[src/rtl/cpu_control_fsm.sv]
// Multicycle control sequencer for an RV32I-subset core.
// Steps each instruction through FETCH, DECODE, EXECUTE, MEM and WB and
// drives the IR / register file / PC / data memory strobes.
//
// Build option: define ILLEGAL_TRAP_EN to trap illegal instructions into a
// sticky HALT state. Without it, an illegal instruction retires as a NOP.
//
// Handshake: imem_req/dmem_req stay high from entry into FETCH/MEM until the
// cycle in which the matching ack is sampled high; that cycle completes the
// transfer and the state advances on the following edge. Acks seen outside
// their state are ignored. Wait states are unbounded.
module cpu_control_fsm #(
  parameter int STATE_W = 3
) (
  input  logic               clk,
  input  logic               rst,
  input  logic [6:0]         instr_opcode,
  input  logic [2:0]         instr_funct3,
  input  logic               imem_ack,
  input  logic               dmem_ack,
  input  logic               branch_cond,
  output logic               imem_req,
  output logic               ir_load,
  output logic               dmem_req,
  output logic               dmem_we,
  output logic               rf_we,
  output logic               pc_load,
  output logic [1:0]         pc_src,
  output logic [1:0]         wb_sel,
  output logic [STATE_W-1:0] state,
  output logic               illegal
);

  localparam logic [STATE_W-1:0] S_FETCH   = STATE_W'(0);
  localparam logic [STATE_W-1:0] S_DECODE  = STATE_W'(1);
  localparam logic [STATE_W-1:0] S_EXECUTE = STATE_W'(2);
  localparam logic [STATE_W-1:0] S_MEM     = STATE_W'(3);
  localparam logic [STATE_W-1:0] S_WB      = STATE_W'(4);
  localparam logic [STATE_W-1:0] S_HALT    = STATE_W'(5);

  typedef enum logic [3:0] {
    C_R, C_OPIMM, C_LOAD, C_STORE, C_BRANCH,
    C_JAL, C_JALR, C_LUI, C_AUIPC, C_NONE
  } cls_e;

  logic [STATE_W-1:0] state_q;
  logic [STATE_W-1:0] state_d;
  cls_e               dec_cls;
  cls_e               cls_q;
  logic               dec_illegal;

  assign state = state_q;

  // Classify the latched opcode and flag unlisted opcodes / bad funct3.
  always_comb begin
    dec_cls     = C_NONE;
    dec_illegal = 1'b0;
    case (instr_opcode)
      7'b0110011: dec_cls = C_R;
      7'b0010011: dec_cls = C_OPIMM;
      7'b0000011: dec_cls = C_LOAD;
      7'b0100011: dec_cls = C_STORE;
      7'b1100011: dec_cls = C_BRANCH;
      7'b1101111: dec_cls = C_JAL;
      7'b1100111: dec_cls = C_JALR;
      7'b0110111: dec_cls = C_LUI;
      7'b0010111: dec_cls = C_AUIPC;
      default:    dec_cls = C_NONE;
    endcase
    case (dec_cls)
      C_NONE:   dec_illegal = 1'b1;
      C_LOAD:   dec_illegal = (instr_funct3 == 3'b011) || (instr_funct3[2:1] == 2'b11);
      C_STORE:  dec_illegal = (instr_funct3 >= 3'b011);
      C_BRANCH: dec_illegal = (instr_funct3[2:1] == 2'b01);
      C_JALR:   dec_illegal = (instr_funct3 != 3'b000);
      default:  dec_illegal = 1'b0;
    endcase
  end

  // Hold the instruction class from DECODE for use in later states.
  always_ff @(posedge clk or posedge rst) begin
    if (rst) begin
      cls_q <= C_NONE;
    end else if (state_q == S_DECODE) begin
      cls_q <= dec_cls;
    end
  end

  // State register; reset lands in FETCH immediately.
  always_ff @(posedge clk or posedge rst) begin
    if (rst) begin
      state_q <= S_FETCH;
    end else begin
      state_q <= state_d;
    end
  end

  // Next-state sequencing.
  always_comb begin
    state_d = state_q;
    case (state_q)
      S_FETCH: begin
        if (imem_ack) state_d = S_DECODE;
      end
      S_DECODE: begin
        if (dec_illegal) begin
`ifdef ILLEGAL_TRAP_EN
          state_d = S_HALT;
`else
          state_d = S_FETCH;
`endif
        end else begin
          state_d = S_EXECUTE;
        end
      end
      S_EXECUTE: begin
        case (cls_q)
          C_BRANCH:        state_d = S_FETCH;
          C_LOAD, C_STORE: state_d = S_MEM;
          default:         state_d = S_WB;
        endcase
      end
      S_MEM: begin
        if (dmem_ack) state_d = (cls_q == C_STORE) ? S_FETCH : S_WB;
      end
      S_WB: begin
        state_d = S_FETCH;
      end
      S_HALT: begin
`ifdef ILLEGAL_TRAP_EN
        state_d = S_HALT;
`else
        state_d = S_FETCH;
`endif
      end
      default: begin
        state_d = S_FETCH;
      end
    endcase
  end

  // Strobes per state; rst forces every output low in the same instant.
  always_comb begin
    imem_req = 1'b0;
    ir_load  = 1'b0;
    dmem_req = 1'b0;
    dmem_we  = 1'b0;
    rf_we    = 1'b0;
    pc_load  = 1'b0;
    pc_src   = 2'b00;
    wb_sel   = 2'b00;
    illegal  = 1'b0;
    case (state_q)
      S_FETCH: begin
        imem_req = 1'b1;
        ir_load  = imem_ack;
      end
      S_DECODE: begin
`ifndef ILLEGAL_TRAP_EN
        // Illegal instruction retires as a NOP: advance PC by 4.
        illegal = dec_illegal;
        pc_load = dec_illegal;
`endif
      end
      S_EXECUTE: begin
        if (cls_q == C_BRANCH) begin
          pc_load = 1'b1;
          pc_src  = branch_cond ? 2'b01 : 2'b00;
        end
      end
      S_MEM: begin
        dmem_req = 1'b1;
        dmem_we  = (cls_q == C_STORE);
        pc_load  = (cls_q == C_STORE) && dmem_ack;
      end
      S_WB: begin
        rf_we   = 1'b1;
        pc_load = 1'b1;
        case (cls_q)
          C_LOAD:  wb_sel = 2'b01;
          C_JAL:   begin wb_sel = 2'b10; pc_src = 2'b01; end
          C_JALR:  begin wb_sel = 2'b10; pc_src = 2'b10; end
          default: wb_sel = 2'b00;
        endcase
      end
      S_HALT: begin
`ifdef ILLEGAL_TRAP_EN
        illegal = 1'b1;
`endif
      end
      default: ;
    endcase
    if (rst) begin
      imem_req = 1'b0;
      ir_load  = 1'b0;
      dmem_req = 1'b0;
      dmem_we  = 1'b0;
      rf_we    = 1'b0;
      pc_load  = 1'b0;
      pc_src   = 2'b00;
      wb_sel   = 2'b00;
      illegal  = 1'b0;
    end
  end

endmodule

[config.mk]
export PLATFORM = sky130hd
export DESIGN_NAME = cpu_control_fsm
export DESIGN_NICKNAME = d
export VERILOG_FILES = /design/src/rtl/cpu_control_fsm.sv
export SDC_FILE = /design/constraint.sdc
export NUM_CORES = 1
export LEC_CHECK = 0
export ABC_AREA = 1
export CORE_MARGIN = 2
export CORE_UTILIZATION = 43
export DETAILED_ROUTE_END_ITERATION = 16
export GPL_ROUTABILITY_DRIVEN = 0
export PLACE_DENSITY = 0.78
export SLEW_MARGIN = 20
export SYNTH_ARGS = -nofsm -noshare
export SYNTH_HDL_FRONTEND = slang
export SYNTH_SLANG_ARGS = --single-unit
export TNS_END_PERCENT = 20
[constraint.sdc]
create_clock -name clk -period 2.15 [get_ports clk]
set_clock_uncertainty 0.2 [all_clocks]
set_input_delay 0.5375 -clock clk [delete_from_list [all_inputs] [get_ports clk]]
set_output_delay 0.5375 -clock clk [all_outputs]
set_load 0.02 [all_outputs]
==> summary.md <==
| Metric | Value |
|---|---|
| Share of post-route cells with drive strength above 1 | between 60% and 70% |
| Flops & latches, synth | 7 |
| Class of the most critical setup path | in2out |
| Clk pin slew, worst setup/hold paths | ~60 ps |
| Startpoint Class | primary input |
| Critical Path, Cell by Cell | buf_6 -> inv_4 -> nand2_4 -> nor2_4 -> inv_1 -> nor2_2 -> nor2_1 -> nand2_2 -> nand2_2 -> nand2_2 -> a21oi_2 -> buf_6 |
| First drt pass iteration count | 5 |
| Antenna fix cells | 0 |
| Clk_lat worst skew | roughly 260 ps |
| Highest cell delay on the worst timing path | approximately 160 ps |
| Detailed Place HPWL | roughly 1900 µm |
| Die X | 46.2 µm |
| Most used cell, CP | nand2_2 |
| Core Box Area | around 1700 µm² |
| Mean post-synth cell area | between 5 and 6 µm² |
| Sequential fraction of the synthesis area | between 20% and 30% |
| Drt drc | 0 |
| Sink Count | 7 |
| Fmax | between 0.4 and 0.5 GHz |
| Min Tclk post-route | 2420 ps |
| Critical path arrival | ~1700 ps |
| Grt met3 use | under 10% |
| Clock buffer depth | 2 |
| Post-Route WL | about 3900 µm |
| Vias/cell | around 5.7 |
| Overall power | 0.986 mW |
| Largest net degree at the start of global routing | 10 |
| Die area | approximately 2100 µm² |
| Iter 0 DRT Violations | 93 |
| Cell variety after synth | 19 |
| Leak | ~0.77 nW |
| CP Data Required Time | ~1400 ps |
| Grt peak-use layer | met2 |
| Slowest cell on the critical path | nor2_2 |
| H-tree levels | 1 |
| Syn-to-layout area delta | 101% |
| GR Util met2 | 56.1% |
| Initial antenna violation count | 0 |
| Antenna viol nets, final | 0 |
| Total Nets Final | ~220 |
| Failing checks | setup timing |
| Worst-Margin Slew | approximately 240 ps |
| Worst min path class | in2async |
| Vias | between 1000 and 1500 |
| Max_slew headroom | between 80% and 90% |
| WL/cell | 17.2 µm |
| CP Capture Type | output pin |
| Vias in the first global route | between 1000 and 1500 |
| Post-layout util | 90.3% |
| # fillers | 72 |
| Initial Utilization | 44.9% |
| Final instance area | 1540 µm² |
| Cell area after synthesis | between 700 and 800 µm² |
| VDD IR-drop max | 377 µV |
| GRT Overall Usage | between 30% and 40% |
| Row Count | 15 |
| Status | finished, violations left |
| Final WS setup | -268 ps |
| Final setup fails | 6 |
| Yosys Warn Count | 0 |
| Area after DPL | between 1000 and 1500 µm² |
| I/O Buffers | 28 |
| CTS tree | yes |
| Most frequent cells in the layout | buf_4, nand2_2, inv_1, nor2_1, nand2_1 |
| TritonCTS Buffers | 3 |
| CTS Root Cell | clkbuf_4 |
| Maxcap violations | 0 |
| Synthesized net count | around 150 |
| Worst reg-to-reg setup slack | 400 ps |
| Period utilization | 112% |
| Pre-CTS WS | -1050 ps |
| Most common cell after layout, fill and taps aside | buf_4 |
| I/O pins | 29 |
| Die H | around 46 µm |
| Final hold violations | 0 |
| Worst Path Max Fanout | 4 |
| RSZ-0062 raised after global routing | true |
| GR Util met1 | 36.3% |
| Post-Syn Instances | 130 |
| Global route total overflow | 0 |
| Fin. max-slew vios | 0 |
| Setup tns final | -782 ps |
| First-pass GRT wire length | 4930 µm |
| Pwr dens | between 600 and 700 nW/µm² |
==> path summary, 6_finish.rpt <==
path / from / endpoint / depth (start not counted)
min reg2reg: cls_q[3] / cls_q[3] / 2
max: instr_opcode[6] / pc_load / 12
min: rst / state[0] / 3
max in group asynchronous: rst / cls_q[0] / 3
max reg2reg: state[1] / state[0] / 7
min in group clk: cls_q[3] / cls_q[3] / 2
==> power breakdown <==
part	internal, mW	switching (mW)	total, mW	leakage [nW]
clock	0.0713	0.0560	0.127	0.0150
sequential	0.183	0.0507	0.234	0.0870
combinational	0.280	0.344	0.624	0.663
==> critical path, delay by kind of cell <==
family          cells  cell delay [ps]
buf+inv             4              420
compound gates      1               60
simple gates        7              650
==> through the flow <==
step / cells / hold WS (ps)
finish: 225 / 241
detailed placement: 214 / 278
CTS: 222 / 246
global route: 225 / 250
floorplan: 130 / 156
global placement: 214 / 266
==> cell type report <==
class,instances,area [µm²],share of cell area [%]
Clock buffer,4,26.3,1.70
Tap cell,25,31.3,2.03
Sequential cell,7,179,11.6
Timing Repair Buffer,66,539,35.0
Inverter,22,92.6,6.01
Multi-Input combinational cell,101,673,43.7
==> sequential cells by signal, summed over array words and instances (netlist names) <==
name / count
cls_q: 4
state: 3
==> metal layers <==
metal / vias to the layer above / part of all wire [%] / routed length [µm]
met3: 34 / 7.6 / 295
met5: - / 0 / 0
li1: 563 / - / -
met4: 0 / 6.2 / 240
met2: 97 / 48 / 1870
met1: 583 / 38 / 1460
==> cell usage after synthesis <==
library cell	number	area share [%]
a21oi_1	5	3.3
a21oi_2	1	1.1
dfrtp_1	5	16
dfstp_2	2	6.9
inv_1	18	8.8
inv_2	4	2.0
nand2_1	18	8.8
nand2_2	11	9.0
nand3_1	15	9.8
nand3_2	1	1.3
nand4_1	2	1.6
nor2_1	23	11
nor2_2	6	4.9
nor2_4	1	1.5
nor3_1	5	3.3
nor3_4	1	2.1
o21ai_0	6	3.9
o21ai_1	5	3.3
o31ai_1	1	0.98
==> cell families (layout without fill, tap and decap cells) <==
group | Yosys count | count (layout) | share of synthesized area (%)
flops | 7 | 7 | 23.2
buf+inv | 22 | 92 | 10.8
simple gates | 83 | 83 | 53.5
compound gates | 18 | 18 | 12.6
==> what timing repair did <==
action,4_1_cts,5_1_grt
pin swaps,24,16
endpoints found under the setup margin,11,13
gates resized for setup,127,30
buffers inserted,4,3
hold buffers,0,0
No activity file was read; power rests on OpenSTA's default activity.
